<file path="src/rtl/mult_shift_add.sv">
// Sequential shift-add multiplier: WIDTH x WIDTH product built in {A,B} over
// 2*WIDTH cycles, signed or unsigned, with chaining through register B.
module mult_shift_add #(
  parameter int WIDTH = 8
) (
  input  logic             Clk,
  input  logic             Reset,
  input  logic             ClearXA_LoadB,
  input  logic             Execute,
  input  logic [WIDTH-1:0] Din,
  input  logic             Signed_Mode,
  output logic             X,
  output logic             M,
  output logic [WIDTH-1:0] Aval,
  output logic [WIDTH-1:0] Bval,
  output logic             Busy,
  output logic             Done
);

  localparam int CW = (WIDTH > 1) ? $clog2(WIDTH) : 1;
  localparam logic [CW-1:0] LAST = CW'(WIDTH - 1);

  typedef enum logic [1:0] {IDLE, ADD, SHIFT, HOLD} state_t;

  state_t           state, state_next;
  logic [WIDTH-1:0] a, a_next;
  logic [WIDTH-1:0] b, b_next;
  logic [WIDTH-1:0] s, s_next;
  logic             x, x_next;
  logic             mode, mode_next;
  logic [CW-1:0]    cnt, cnt_next;
  logic [WIDTH:0]   ext_a, ext_s, sum;

  always_ff @(posedge Clk or posedge Reset) begin
    if (Reset) begin
      state <= IDLE;
      a     <= '0;
      b     <= '0;
      s     <= '0;
      x     <= 1'b0;
      mode  <= 1'b0;
      cnt   <= '0;
    end else begin
      state <= state_next;
      a     <= a_next;
      b     <= b_next;
      s     <= s_next;
      x     <= x_next;
      mode  <= mode_next;
      cnt   <= cnt_next;
    end
  end

  // The top multiplier bit carries negative weight in signed mode, so the
  // last partial product is subtracted instead of added.
  always_comb begin
    state_next = state;
    a_next     = a;
    b_next     = b;
    s_next     = s;
    x_next     = x;
    mode_next  = mode;
    cnt_next   = cnt;
    ext_a      = {mode & a[WIDTH-1], a};
    ext_s      = {mode & s[WIDTH-1], s};
    sum        = (mode && (cnt == LAST)) ? (ext_a - ext_s) : (ext_a + ext_s);

    case (state)
      IDLE: begin
        if (ClearXA_LoadB) begin
          b_next = Din;
          a_next = '0;
          x_next = 1'b0;
        end else if (Execute) begin
          a_next     = '0;
          x_next     = 1'b0;
          s_next     = Din;
          mode_next  = Signed_Mode;
          cnt_next   = '0;
          state_next = ADD;
        end
      end
      ADD: begin
        if (b[0]) {x_next, a_next} = sum;
        state_next = SHIFT;
      end
      SHIFT: begin
        a_next = {x, a[WIDTH-1:1]};
        b_next = {a[0], b[WIDTH-1:1]};
        // An unsigned carry is consumed by the shift; a sign bit must persist.
        if (!mode) x_next = 1'b0;
        if (cnt == LAST) begin
          state_next = HOLD;
        end else begin
          cnt_next   = cnt + CW'(1);
          state_next = ADD;
        end
      end
      HOLD: begin
        if (!Execute) state_next = IDLE;
      end
      default: state_next = IDLE;
    endcase
  end

  assign X    = x;
  assign M    = b[0];
  assign Aval = a;
  assign Bval = b;
  assign Busy = (state == ADD) || (state == SHIFT);
  assign Done = (state == HOLD);

endmodule

</file>
<file path="config.mk">
export PLATFORM = sky130hd
export DESIGN_NAME = mult_shift_add
export DESIGN_NICKNAME = d
export VERILOG_FILES = /design/src/rtl/mult_shift_add.sv
export SDC_FILE = /design/constraint.sdc
export NUM_CORES = 1
export LEC_CHECK = 0
export ABC_CLOCK_PERIOD_IN_PS = 2950
export CAP_MARGIN = 0
export CORE_AREA = 4 4 77 79
export CTS_BUF_LIST = sky130_fd_sc_hd__clkbuf_16
export DETAILED_ROUTE_END_ITERATION = 10
export DIE_AREA = 0 0 81 83
export HOLD_SLACK_MARGIN = 0.05
export SKIP_LAST_GASP = 1
export SLEW_MARGIN = 40
export SYNTH_ARGS = -nofsm -noshare
export SYNTH_HDL_FRONTEND = slang
export SYNTH_SLANG_ARGS = --single-unit
</file>
<file path="constraint.sdc">
create_clock -name Clk -period 2.95 [get_ports Clk]
set_input_delay 0.4425 -clock Clk [delete_from_list [all_inputs] [get_ports Clk]]
set_output_delay 0.4425 -clock Clk [all_outputs]
set_load 0.02 [all_outputs]
</file>
* Yosys cells after proc, flatten, opt, wreduce, memory -nomap -nowiden
Index checks and enable logic that the tools add are counted.
** Word-level totals
- Register bits :: 31
- Bits of input ports :: 13
- Output and inout port bits :: 20
** Cells by class
- $add $sub $neg :: 3
- Eq/ne operators :: 12
- Muxes and demuxes :: 21
- Bitwise gates (word level) :: 3
- Reduce and logical (&&, ||, !) cells :: 11
** Operator list (count)
- 8-bit 2-to-1 mux :: 4
- 8-bit one-hot mux with 3 select lines :: 1
- 8-bit one-hot mux with 2 select lines :: 1
- 2-bit != test (second input constant) :: 7
- 9-bit adder :: 1
- 3-bit 2-to-1 mux :: 3
- 9-bit 2-to-1 mux :: 1
- 3-bit AND reduction :: 3
- 9-bit subtractor :: 1
- 2-bit 2-to-1 mux :: 4
- 2-bit one-hot mux with 4 select lines :: 1
- 4-bit AND reduction :: 2
- 3-bit one-hot mux with 2 select lines :: 1
- 2-bit == test (second input constant) :: 2
- 1-bit 2-to-1 mux :: 4
- 3-bit by 1-bit adder with 3-bit output (second input constant) :: 1
- 3-bit == test (second input constant) :: 1
- 3-bit != test (second input constant) :: 1
- 1-bit one-hot mux with 3 select lines :: 1
- 3-bit nonzero test :: 1
- 1-bit bitwise AND :: 2
- 2-bit by 1-bit == test with 1-bit output (second input constant) :: 1
- 2-bit zero test :: 1
- 2-bit AND reduction :: 1
- other kinds (4) :: 4

* Logic depth before layout (Yosys ltp)
Gate-level depths: netlist of run 1.
- Depth after elaboration :: 5
- Depth in mapped cells :: 12

* Worst setup path before layout of run 1
Ideal clock, no wire load.
- Path kind :: reg-to-reg
- Start :: register cnt[0]
- End :: register x (netlist: X)
- Setup time :: 0.080 ns
- Arrival :: 2.483 ns
- Data required time :: 2.870 ns
- Setup slack :: 0.387 ns
- Cell stages (with the launch flop) :: 12
- Buffers on the path :: 0
- Cell sequence :: dfrtp_1 > ha_1 > ha_1 > nand2_1 > o31ai_1 > xor2_1 > ha_1 > o21a_1 > o31a_1 > o21ai_0 > or4b_1 > o211ai_2
** Between the ends
- Cells in the longest elaborated chain, start to end :: 5
** RTL lines
- start: declaration :: line 31 : logic [CW-1:0] cnt, cnt_next;
- start signal: assignment :: line 50 : cnt <= cnt_next;
- 3-bit == test :: line 66 : sum = (mode && (cnt == LAST)) ? (ext_a - ext_s) : (ext_a + ext_s);
- 1-bit logical AND :: line 66
- 9-bit 2-to-1 mux :: line 66
- 1-bit 2-to-1 mux :: line 84 : if (b[0]) {x_next, a_next} = sum;
- 1-bit one-hot mux with 3 select lines :: line 68 : case (state)
- end signal: assignment :: line 48 : x <= x_next;
- end: declaration :: line 29 : logic x, x_next;
No other way between the ends. The select of a mux whose other input is x is not followed.
A chain may end at the register's enable or synchronous reset.

* Worst setup path after layout of run 1
Ends and elaborated chain as after synthesis.

==> out/qor.csv, run 1 <==
metric,value,unit
syn_to_final_growth,28.0,%
dieArea,6720,um^2
yosysUniqueCellTypes,42,
worst_pin_slew,0.563,ns
power.switching,1.44,mW
reg2reg_from,cnt[0],
cts.sinks,31,
gp_congestion,0.785,
holdPathEnd,cnt[1],
path_cells,ha_1 > ha_1 > a21oi_1 > xnor2_1 > ha_1 > nor2b_1 > o31a_1 > o21ai_1 > or4b_1 > o211ai_2,
clock.fmax,355,MHz
r2r_slack,0.13,ns
cts_buffers,5,
track_usage,16.9,%
holdPathStages,1,
p_per_area,1230,nW/um^2
synthCells,219,
clk_pin_slew_worst_paths,0.05,ns
hold_path.class,reg2reg,
avgSynthCellArea,9.24,um^2
p_total,3.19,mW
multi_input_area,1160,um^2
p_leak,1.14,nW
grt_pass1_wl,8.76,mm
dpl.hpwl,3.88,mm
drt_first_iter_violations,65,
min_from,cnt[1],
arrival,3.02,ns
drc_errors,0,
synth-warning-count,0,
worst_slack,0.129,ns
grt-ovfl-total,0,
min_period,2.82,ns
wirelength,5.11,mm
antennaDiodeCount,0,
holdWs,0.507,ns
layout.nets,288,
die_h,83,um
htree_levels,2,
port_buffers,32,
rows,27,
wl_per_cell,15.4,um
drv_cap,0,
cts_hold_buf,0,
root_buffer,clkbuf_16,
regArea,776,um^2
r2r_cells,10,
seqPwrFrac,25.4,%
clock_path_buffers,2,
insertion_delay,0.28,ns
path_buf_inv,0,
setup_tns,0,ns
start_kind,register,
slew_viol_final,0,
ys_ff_latch,31,
synth_area,2020,um^2
slowest_stage,or4b_1,
crit_required,3.15,ns
power_frac_clock,15.8,%
fillers,526,
synth-seq-area-share,38.3,%
io-pin-count,33,
crit_family,adder cells,
p_comb_share,58.8,%
via_count,1770,
antenna_found_initial,0,
crit_path_max_incr_delay,0.47,ns
worstSetupEndpointType,register,
r2r-end,X,
grt_pass1_vias,1819,
crit_type,reg2reg,
cp_num_cells,10,
synthArstFlopShare,100,%
dr.pass1.iters,4,
hold_violations,0,
synth_edf_count,0,
antenna_left,0,
start_util,37.9,%
ir_drop,0.511,mV
p_sw_share,45.3,%
coreArea,5340,um^2
drive_above_1_share,10.8,%
ys.flop_type,dfrtp_1,
via_per_inst,5.35,
status,"finished, final reports clean",
grt_max_degree,32,
cts_setup_buffers,0,
cts_tree,done,
p_int,1.75,mW
die_width,81,um
critPathMostFrequentCell,ha_1,
timing.slew.headroom,62.5,%
pre_cts_ws,0.0632,ns
setup_viol,0,
crit_path_max_fanout,6,
synth_nets,249,
rsz0062_at_grt,no,
skew,0.00767,ns
finalCritPeriodShare,95.6,%
==> power by group through the flow <==
stage          Sequential (mW)  Combinational [mW]  Clock, mW
6_report                 0.811                1.88      0.503
3_3_place_gp             0.816                1.85          0
4_1_cts                  0.814                1.88      0.509
2_1_floorplan            0.859                1.23          0
3_5_place_dp             0.819                1.87          0
5_1_grt                  0.848                2.07      0.531
==> through the flow <==
step,instance area [um^2],cells,util (%)
after global routing,2590,331,48.5
after floorplan,2020,219,-
after detailed placement,2440,323,45.8
after global placement,2440,323,45.8
after CTS,2590,331,48.5
final,2590,331,48.5
==> timing repair <==
action | CTS | global route
endpoints found under the hold margin | 0 | 0
endpoints found under the setup margin | 0 | 3
resized for setup | 0 | 3
==> sequential cells by signal, summed over array words and instances, names as in the netlist <==
register / flops
state: 2
s: 8
mode: 1
cnt: 3
X: 1
Bval: 8
Aval: 8
==> synth_stat cells, types with 2 or more instances <==
master | number | share of area, %
a211oi_1 | 3 | 1.1
a21o_1 | 2 | 0.74
a21oi_1 | 6 | 1.5
a31o_2 | 2 | 0.87
a31oi_1 | 2 | 0.62
a32o_1 | 2 | 0.99
clkbuf_1 | 3 | 0.56
dfrtp_1 | 31 | 38
ha_1 | 16 | 9.9
inv_1 | 20 | 3.7
mux2_2 | 9 | 5.0
nand2_1 | 20 | 3.7
nand3_1 | 7 | 1.7
nand4_1 | 5 | 1.5
nor2_1 | 24 | 4.5
nor2b_1 | 3 | 0.93
o21a_1 | 4 | 1.5
o21ai_0 | 15 | 3.7
o22ai_1 | 13 | 4.0
o31a_1 | 2 | 0.87
o31ai_1 | 2 | 0.74
or4b_1 | 2 | 0.99
xnor2_1 | 3 | 1.3
xor2_1 | 5 | 2.2
==> worst max path at each step <==
stage | end | start | slack, ns
finish | X | cnt[0] | 0.13
global route | X | s[1] | 0.002
CTS | X | cnt[0] | 0.06
detailed placement | X | cnt[0] | 0.06
global placement | X | cnt[0] | 0.17
floorplan | X | cnt[0] | 0.39
==> cell type report <==
type,count,share of cell area (%)
timing repair buffer,36,13.5
clock buffer,5,4.83
sequential,31,30.0
clock inverter,3,0.628
tap,72,3.48
multi-input combinational,164,44.7
inverter,20,2.90
==> cell families (layout without fill, tap and decap cells) <==
| family | Yosys count | in the layout | share of synthesized area [%] |
|---|---|---|---|
| adder cells (fa/ha/maj) | 17 | 17 | 10.9 |
| buffers and inverters | 24 | 64 | 4.64 |
| AND/OR/NAND/NOR | 69 | 69 | 16.3 |
| XOR/XNOR | 8 | 8 | 3.46 |
| AO/OA/AOI/OAI | 61 | 61 | 21.3 |
| flip-flops | 31 | 31 | 38.3 |
| multiplexers | 9 | 9 | 5.01 |
==> cell usage in the layout, fill, tap and decap left out, types with 2 or more instances in the layout <==
cell type        count
a211oi_1             3
a21o_1               2
a21oi_1              6
a31o_2               2
a31oi_1              2
a32o_1               2
buf_4                4
clkbuf_16            5
clkdlybuf4s50_1     32
dfrtp_1             31
ha_1                16
inv_1               21
mux2_2               9
nand2_1             19
nand3_1              7
nand4_1              5
nor2_1              24
nor2b_1              3
o21a_1               4
o21ai_0             13
o21ai_1              2
o22ai_1             13
o31a_1               2
o31ai_1              2
or4b_1               2
xnor2_1              3
xor2_1               5
==> layer usage <==
layer	vias up	part of all wire, %	GRT usage, %
met5	-	0	0
met4	0	2.6	8.29
met3	11	3.8	3.15
met2	38	47	26.3
met1	851	47	22.2
li1	870	-	-
Power figures use the tool's default switching activity.
==> run 2, diff against run 1 <==
--- a/config.mk
+++ b/config.mk
@@ -8,7 +8,7 @@
 export ABC_CLOCK_PERIOD_IN_PS = 2950
 export CAP_MARGIN = 0
 export CORE_AREA = 4 4 77 79
-export CTS_BUF_LIST = sky130_fd_sc_hd__clkbuf_16
+export CTS_BUF_LIST = sky130_fd_sc_hd__clkbuf_8 sky130_fd_sc_hd__clkbuf_16
 export DETAILED_ROUTE_END_ITERATION = 10
 export DIE_AREA = 0 0 81 83
 export HOLD_SLACK_MARGIN = 0.05
==> out/qor.csv, run 2 (synthesized netlist as in run 1, its figures left out) <==
metric,value,unit,change
cts.sinks,31,,unchanged
ir_drop,0.472,mV,was 0.511 mV
min_period,2.82,ns,about the same
worstSetupEndpointType,register,,unchanged
dpl.hpwl,3.88,mm,unchanged
cts_setup_buffers,0,,unchanged
setup_viol,0,,unchanged
rows,27,,unchanged
cts_buffers,5,,unchanged
slew_viol_final,0,,unchanged
io-pin-count,33,,unchanged
start_util,37.9,%,unchanged
grt_max_degree,32,,unchanged
arrival,3.03,ns,was 3.02 ns
hold_violations,0,,unchanged
track_usage,16.4,%,was 16.9%
htree_levels,2,,unchanged
hold_path.class,reg2reg,,unchanged
holdPathStages,1,,unchanged
crit_type,reg2reg,,unchanged
die_h,83,um,unchanged
gr-max-usage-layer,met2,,unchanged
cts_hold_buf,0,,unchanged
reg2reg_from,cnt[0],,unchanged
drive_above_1_share,10.8,%,unchanged
coreArea,5340,um^2,unchanged
cts_tree,done,,unchanged
worst_pin_slew,0.564,ns,was 0.563 ns
min_from,cnt[1],,unchanged
grt-ovfl-total,0,,unchanged
p_total,3.01,mW,was 3.19 mW
layout_common_cells,"clkdlybuf4s50_1, dfrtp_1, nor2_1, inv_1, nand2_1",,unchanged
crit_required,3.16,ns,was 3.15 ns
grt_pass1_wl,8.68,mm,was 8.76 mm
clock_path_buffers,2,,unchanged
skew,0.00676,ns,was 0.00767 ns
grtUsageMet2,26.4,%,was 26.3%
grtUsageMet3,3.47,%,was 3.15%
gp_congestion,0.785,,unchanged
status,"finished, final reports clean",,unchanged
p_per_area,1190,nW/um^2,was 1230 nW/um^2
antenna_left,0,,unchanged
via_per_inst,5.34,,was 5.35
dr.pass1.iters,4,,unchanged
r2r_slack,0.13,ns,about the same
port_buffers,32,,unchanged
syn_to_final_growth,25.2,%,was 28.0%
antenna_found_initial,0,,unchanged
timing.slew.headroom,62.4,%,was 62.5%
die_width,81,um,unchanged
grt_util_met1,21.8,%,was 22.2%
holdPathEnd,cnt[1],,unchanged
drt_first_iter_violations,63,,was 65
insertion_delay,0.29,ns,was 0.28 ns
rsz0062_at_grt,no,,unchanged
fillers,528,,was 526
drc_errors,0,,unchanged
setup_tns,0,ns,unchanged
drv_cap,0,,unchanged
r2r-end,X,,unchanged
p_leak,1.11,nW,was 1.14 nW
wirelength,5.01,mm,was 5.11 mm
dieArea,6720,um^2,unchanged
clock.fmax,355,MHz,about the same
start_kind,register,,unchanged
root_buffer,clkbuf_8,,was clkbuf_16
grt_pass1_vias,1818,,was 1819
via_count,1769,,was 1770
antennaDiodeCount,0,,unchanged
layout.nets,288,,unchanged
postCtsResizedCells,0,,unchanged
r2r_cells,10,,unchanged
clk_pin_slew_worst_paths,0.07,ns,was 0.05 ns
wl_per_cell,15.1,um,was 15.4 um
final_common_cell,clkdlybuf4s50_1,,unchanged
crit_path_max_fanout,6,,unchanged
finalCritPeriodShare,95.5,%,was 95.6%
==> run 2: changes by cell type in the layout (fill, tap and decap cells not counted) <==
cell and change:
clkbuf_8 +5, o21ai_0 -1, o21ai_1 +1, clkbuf_16 -5
==> run 2: where the power goes <==
part	internal (mW)	switching, mW
sequential	0.606	0.205
combinational	0.831	1.04
clock	0.161	0.166
==> run 2: worst max-delay path by stage <==
| stage | start | end | slack (ns) | cells after the start |
|---|---|---|---|---|
| detailed placement | cnt[0] | X | 0.06 | 11 |
| global placement | cnt[0] | X | 0.17 | 10 |
| floorplan | cnt[0] | X | 0.39 | 11 |
| finish | cnt[0] | X | 0.13 | 10 |
| CTS | cnt[0] | X | 0.05 | 11 |
| global route | s[1] | X | 0.04 | 11 |
==> run 2: per-stage QoR <==
step	setup slack (ns)	cells	hold slack (ns)	cell area, um^2	util (%)
floorplan	0.387	219	0.470	2020	-
global placement	0.166	323	0.489	2440	45.8
detailed placement	0.0632	323	0.499	2440	45.8
CTS	0.0528	331	0.515	2530	47.4
global route	0.0399	331	0.541	2530	47.4
finish	0.133	331	0.511	2530	47.4
==> run 2: area by class of cell <==
class | instances | area [um^2] | area share [%]
Clock inverter | 3 | 16.3 | 0.642
Sequential cell | 31 | 776 | 30.6
Inverter | 20 | 75.1 | 2.96
Timing Repair Buffer | 36 | 350 | 13.8
Clock buffer | 5 | 68.8 | 2.72
Tap cell | 72 | 90.1 | 3.56
Multi-Input combinational cell | 164 | 1160 | 45.7
==> run 2: metal layers <==
metal / routed length, um / vias to the layer above / part of all wire (%)
li1: - / 868 / -
met1: 2360 / 850 / 47
met2: 2360 / 42 / 47
met3: 211 / 9 / 4.2
met4: 77 / 0 / 1.5
met5: 0 / - / 0
==> run 2: critical path, stage by stage (launching register included) <==
cell	delay (ns)
dfrtp_1	0.40
ha_1	0.21
ha_1	0.26
a21oi_1	0.20
xnor2_1	0.17
ha_1	0.32
nor2b_1	0.16
o31a_1	0.28
o21ai_1	0.19
or4b_1	0.47
o211ai_2	0.08
==> run 3, diff against run 2 <==
--- a/config.mk
+++ b/config.mk
@@ -6,7 +6,6 @@
 export NUM_CORES = 1
 export LEC_CHECK = 0
 export ABC_CLOCK_PERIOD_IN_PS = 2950
-export CAP_MARGIN = 0
 export CORE_AREA = 4 4 77 79
 export CTS_BUF_LIST = sky130_fd_sc_hd__clkbuf_8 sky130_fd_sc_hd__clkbuf_16
 export DETAILED_ROUTE_END_ITERATION = 10
==> results of run 3 <==
No change in the layout: final DEF, timing and power equal those of run 2.
==> patch 1 (settings of run 3) <==
Re-encode `state_t` (4 states) as one-hot, 4 bits wide.
--- a/src/rtl/mult_shift_add.sv
+++ b/src/rtl/mult_shift_add.sv
@@ -21,5 +21,5 @@
   localparam logic [CW-1:0] LAST = CW'(WIDTH - 1);
 
-  typedef enum logic [1:0] {IDLE, ADD, SHIFT, HOLD} state_t;
+  typedef enum logic [3:0] {IDLE = 4'b0001, ADD = 4'b0010, SHIFT = 4'b0100, HOLD = 4'b1000} state_t;
 
   state_t           state, state_next;
Formal check against the unedited RTL: same outputs for any inputs over 10 cycles, from zero or initial values and one cycle with Reset high; not proved beyond that.
==> patch 1 against run 3 <==
  * Synthesized area is 7.5% higher
  * Cell area is 5.2% higher
  * Global-route usage is 1.0 points lower
  * Sequential share of layout area is 0.42 points higher
  * First-iteration DRC count is 33% higher
  * Die area stayed put
  * Hold slack worse by 0.022 ns
  * Sequential cell count is 2 higher
  * Wire length is 7.0% lower
  * Setup slack better by 0.14 ns
  * Clock skew is 0.0015 ns higher
  * Critical path type unchanged
  * Critical endpoint is now Aval[6]$_DFFE_PP0P_
Power is not compared: it rests on default switching activity, and its combinational part moved more than twofold at a synthesized area within 25%.
==> patch 1: results (changes against run 3) <==
stage,metric,value,unit,change
run_status,status,finished clean,,
synth,Synth top area share,36.8,%,-1.5 points
critical_path,crit path DAT,2.84,ns,-0.19 ns
synth,Synth area leaders,"dfrtp_1, ha_1, a21oi_1",,
critical_path,Critical Path Fanout Max,7,,+1
sta,worst-margin pin slew,0.687,ns,+0.123 ns
worst_hold_path,hold path start,cnt[0]$_DFFE_PP0P_,,
routing,vias per cell,5.17,,-3.2%
synth,syn_nets,246,,-1.2%
global_routing,total track usage,15.3,%,-1.0 points
cells_and_area,fraction of layout cells with a size suffix above 1,12.6,%,+1.8 points
critical_path,max incr delay on CP,0.40,ns,-0.07 ns
synth,Synth top cells by count,"dfrtp_1, a21oi_1, nor2_1, nand2_1, ha_1",,
place,DP HPWL,3490,µm,-10%
critical_path,"slowest stage cell, crit path",dfrtp_1,,
routing,vias,1686,,-4.7%
routing,total wire length,4660,µm,-7.0%
cells_and_area,nets@finish,278,,-3.5%
place,pre-CTS setup slack,0.136,ns,+0.0723 ns
place,area of placed instances,2520,µm²,+3.2%
synth,Synth cell types,50,,+19%
cells_and_area,Layout fillers,546,,+3.4%
global_routing,largest net degree at the start of global routing,20,,-38%
routing,Iter 0 DRT Violations,84,,+33%
synth,Synth Area per Inst,9.85,µm²,+6.6%
critical_path,FF-to-FF path depth,11,,+1
critical_path,Reg-to-Reg End,Aval[6]$_DFFE_PP0P_,,
worst_hold_path,hold endpoint,cnt[0]$_DFFE_PP0P_,,
sta,clock skew,0.00829,ns,+0.00153 ns
place,Placer Congestion,0.748,,-4.8%
patch 1: changes by cell type after synthesis, sizes merged, moves of 6 or more:
| cell | change |
|---|---|
| nor2 | -6 |
| inv | -10 |
| buf | +9 |
| a21oi | +16 |
| o22ai | -11 |
| mux2i | +10 |
patch 1: cell type report:
type	count	area (µm²)	area share, %
clock inverter	3	65.1	2.44
inverter	10	37.5	1.41
tap	72	90.1	3.38
timing repair buffer	36	350	13.2
sequential	33	827	31.0
multi-input combinational	167	1220	46.0
clock buffer	5	68.8	2.58
patch 1: worst register-to-register path, stage by stage (launching register included):
cell,delay [ns]
dfrtp_1,0.40
ha_1,0.20
ha_1,0.25
and2_2,0.25
nor2_1,0.14
xnor2_1,0.15
ha_1,0.32
o21ai_0,0.30
o21bai_1,0.14
mux2i_1,0.14
nor3_2,0.20
o21ai_2,0.06
patch 1: routing by layer:
| layer | track usage, % | up-vias | share of wire [%] |
|---|---|---|---|
| li1 | - | 857 | - |
| met1 | 21.1 | 800 | 48 |
| met2 | 23.7 | 22 | 47 |
| met3 | 3.04 | 7 | 2.5 |
| met4 | 5.53 | 0 | 1.8 |
| met5 | 0 | - | 0 |
patch 1: cell families (layout without fill, tap and decap cells):
kind of cell,after synthesis,after routing,share of synthesized area (%)
DFF,33,33,38.0
muxes,19,19,9.26
buffers and inverters,21,54,5.98
adders and majority gates,12,12,7.25
xor gates and xnor gates,12,12,4.83
AOI/OAI and AO/OA,55,55,15.2
and+or+nand+nor,69,69,19.4
patch 1: worst max-delay path by stage:
stage,start,endpoint,slack (ns)
2_1_floorplan,cnt[0]$_DFFE_PP0P_,Aval[6]$_DFFE_PP0P_,0.30
3_3_place_gp,cnt[0]$_DFFE_PP0P_,Aval[6]$_DFFE_PP0P_,0.19
3_5_place_dp,cnt[0]$_DFFE_PP0P_,Aval[6]$_DFFE_PP0P_,0.14
4_1_cts,cnt[0]$_DFFE_PP0P_,Aval[6]$_DFFE_PP0P_,0.12
5_1_grt,cnt[0]$_DFFE_PP0P_,Aval[6]$_DFFE_PP0P_,0.03
6_report,cnt[0]$_DFFE_PP0P_,Aval[6]$_DFFE_PP0P_,0.27
patch 1: where the power goes:
| group | switching [µW] | internal, µW | leakage, µW |
|---|---|---|---|
| sequential | 99.4 | 525 | 0.000411 |
| clock | 177 | 336 | 0.0000681 |
| combinational | 325 | 293 | 0.000612 |
patch 1: timing repair:
item	CTS	global route
resized for setup	0	2
buffers inserted	0	0
setup endpoints to repair	0	3
patch 1: through the flow:
step                      hold WS, ns  total power [µW]
after floorplan                 0.454              1060
after global placement          0.471              1240
after detailed placement        0.476              1240
after CTS                       0.489              1770
after global routing            0.518              1880
final                           0.489              1760
==> patch 2 (settings of run 3) <==
Made on the original files. `WIDTH`: 8 -> 4.
--- a/src/rtl/mult_shift_add.sv
+++ b/src/rtl/mult_shift_add.sv
@@ -2,5 +2,5 @@
 // 2*WIDTH cycles, signed or unsigned, with chaining through register B.
 module mult_shift_add #(
-  parameter int WIDTH = 8
+  parameter int WIDTH = 4
 ) (
   input  logic             Clk,
Interface: changed (resized Aval, Bval and Din); port bits go from 33 to 21. No check against the original RTL was run, so the function may have changed too.
==> patch 2 against run 3 <==
  * Total power is 43% lower
  * Cell area is 40% lower
  * Wire length is 44% lower
  * Hold slack worse by 0.0020 ns
  * Sequential cell count is 13 lower
  * Setup slack better by 0.52 ns
  * Register-to-register slack better by 0.55 ns
  * Sequential share of layout area is 0.83 points lower
  * Largest power group unchanged
  * Synthesized area is 41% lower
==> patch 2: results (changes against run 3) <==
stage,metric,value,unit,change
synth,"Top FF cell, synth",dfrtp_1,,
global_routing,first-pass GRT wire length,4770,µm,-45%
critical_path,FF-to-FF path depth,8,,-2
place,Placer Congestion,0.858,,+9.3%
routing,DR pass1 iterations,6,,+2
critical_path,start of the worst register-to-register path,cnt[0]$_DFFE_PP0P_,,
synth,Adder-Cell Fraction of Synth Area,13.2,%,+2.3 points
global_routing,total track usage,8.93,%,-7.4 points
critical_path,"slowest stage cell, crit path",clkdlybuf4s50_1,,
run_status,status,finished clean,,
clocking,TritonCTS buffer count,3,,-2
routing,Iter 0 DRT Violations,57,,-9.5%
synth,multiplexer share of the synthesized area,6.37,%,+1.4 points
place,dpl cells,215,,-33%
routing,total wire length,2820,µm,-44%
routing,Routed WL per cell,12.9,µm,-15%
sta,hold_ws,0.509,ns,-0.00202 ns
synth,syn_nets,149,,-40%
place,area of placed instances,1460,µm²,-40%
critical_path,max incr delay on CP,0.65,ns,+0.18 ns
global_routing,largest net degree at the start of global routing,19,,-41%
power_and_ir_drop,Leak Pwr,0.000643,µW,-42%
critical_path,CP endpoint,Busy,,
power_and_ir_drop,VDD IR max,0.487,mV,+3.2%
cells_and_area,nets@finish,169,,-41%
clocking,H-Tree Depth,1,,-1
routing,vias,973,,-45%
synth,Compound-Gate Fraction of Synth Area,21.3,%,-0.041 points
clocking,Worst-Skew Late Latency,0.25,ns,-0.04 ns
sta,Fmax,436,MHz,+23%
synth,Synth cell types,34,,-19%
synth,XOR/XNOR Fraction of Synth Area,2.92,%,-0.54 points
critical_path,CP top delay family,buffers and inverters,,
synth,Synth Area per Inst,9.36,µm²,+1.4%
worst_hold_path,HP Class,in2async,,
critical_path,crit path DAT,1.85,ns,-1.18 ns
power_and_ir_drop,Sw Pwr,764,µW,-46%
place,pre-CTS setup slack,0.705,ns,+0.642 ns
sta,worst-margin pin slew,0.692,ns,+0.128 ns
place,IO Port Bufs,20,,-38%
critical_path,worst setup path startpoint,state[0]$_DFFE_PP0P_,,
sta,clock skew,0.00157,ns,-0.00520 ns
synth,Synth top cells by count,"dfrtp_1, inv_1, ha_1, nand2_1, o21ai_0",,
synth,Synth area leaders,"dfrtp_1, ha_1, mux2_2",,
cells_and_area,fraction of layout cells with a size suffix above 1,8.16,%,-2.6 points
global_routing,vias in the first global route,978,,-46%
place,DP HPWL,2160,µm,-44%
critical_path,R2R Setup Slk,0.68,ns,+0.55 ns
synth,post-synthesis sequential area ratio,37.6,%,-0.76 points
patch 2: cell types whose count changed after synthesis, moves of 6 or more:
cell	delta
nand2_1	-9
dfrtp_1	-13
inv_1	-7
o22ai_1	-6
nor2_1	-18
patch 2: layout make-up:
type / instances / area, µm²
Fill cell: 587 / 3830
Multi-Input combinational cell: 92 / 667
Sequential cell: 18 / 450
Timing Repair Buffer: 20 / 200
Tap cell: 72 / 90.1
Clock buffer: 4 / 55.1
Inverter: 13 / 48.8
patch 2: metal layers:
| metal | track usage, % | routed length, µm | up-vias |
|---|---|---|---|
| li1 | - | - | 493 |
| met1 | 12.1 | 1400 | 464 |
| met2 | 14.3 | 1300 | 16 |
| met3 | 2.82 | 129 | 0 |
| met4 | 0.922 | 0 | 0 |
| met5 | 0 | 0 | - |
patch 2: power by group through the flow:
stage	logic, µW	clock network, µW	registers (µW)
after global placement	1030	0	471
final	1030	208	471
after CTS	1040	215	471
after detailed placement	1030	0	476
after global routing	1160	227	489
after floorplan	729	0	484
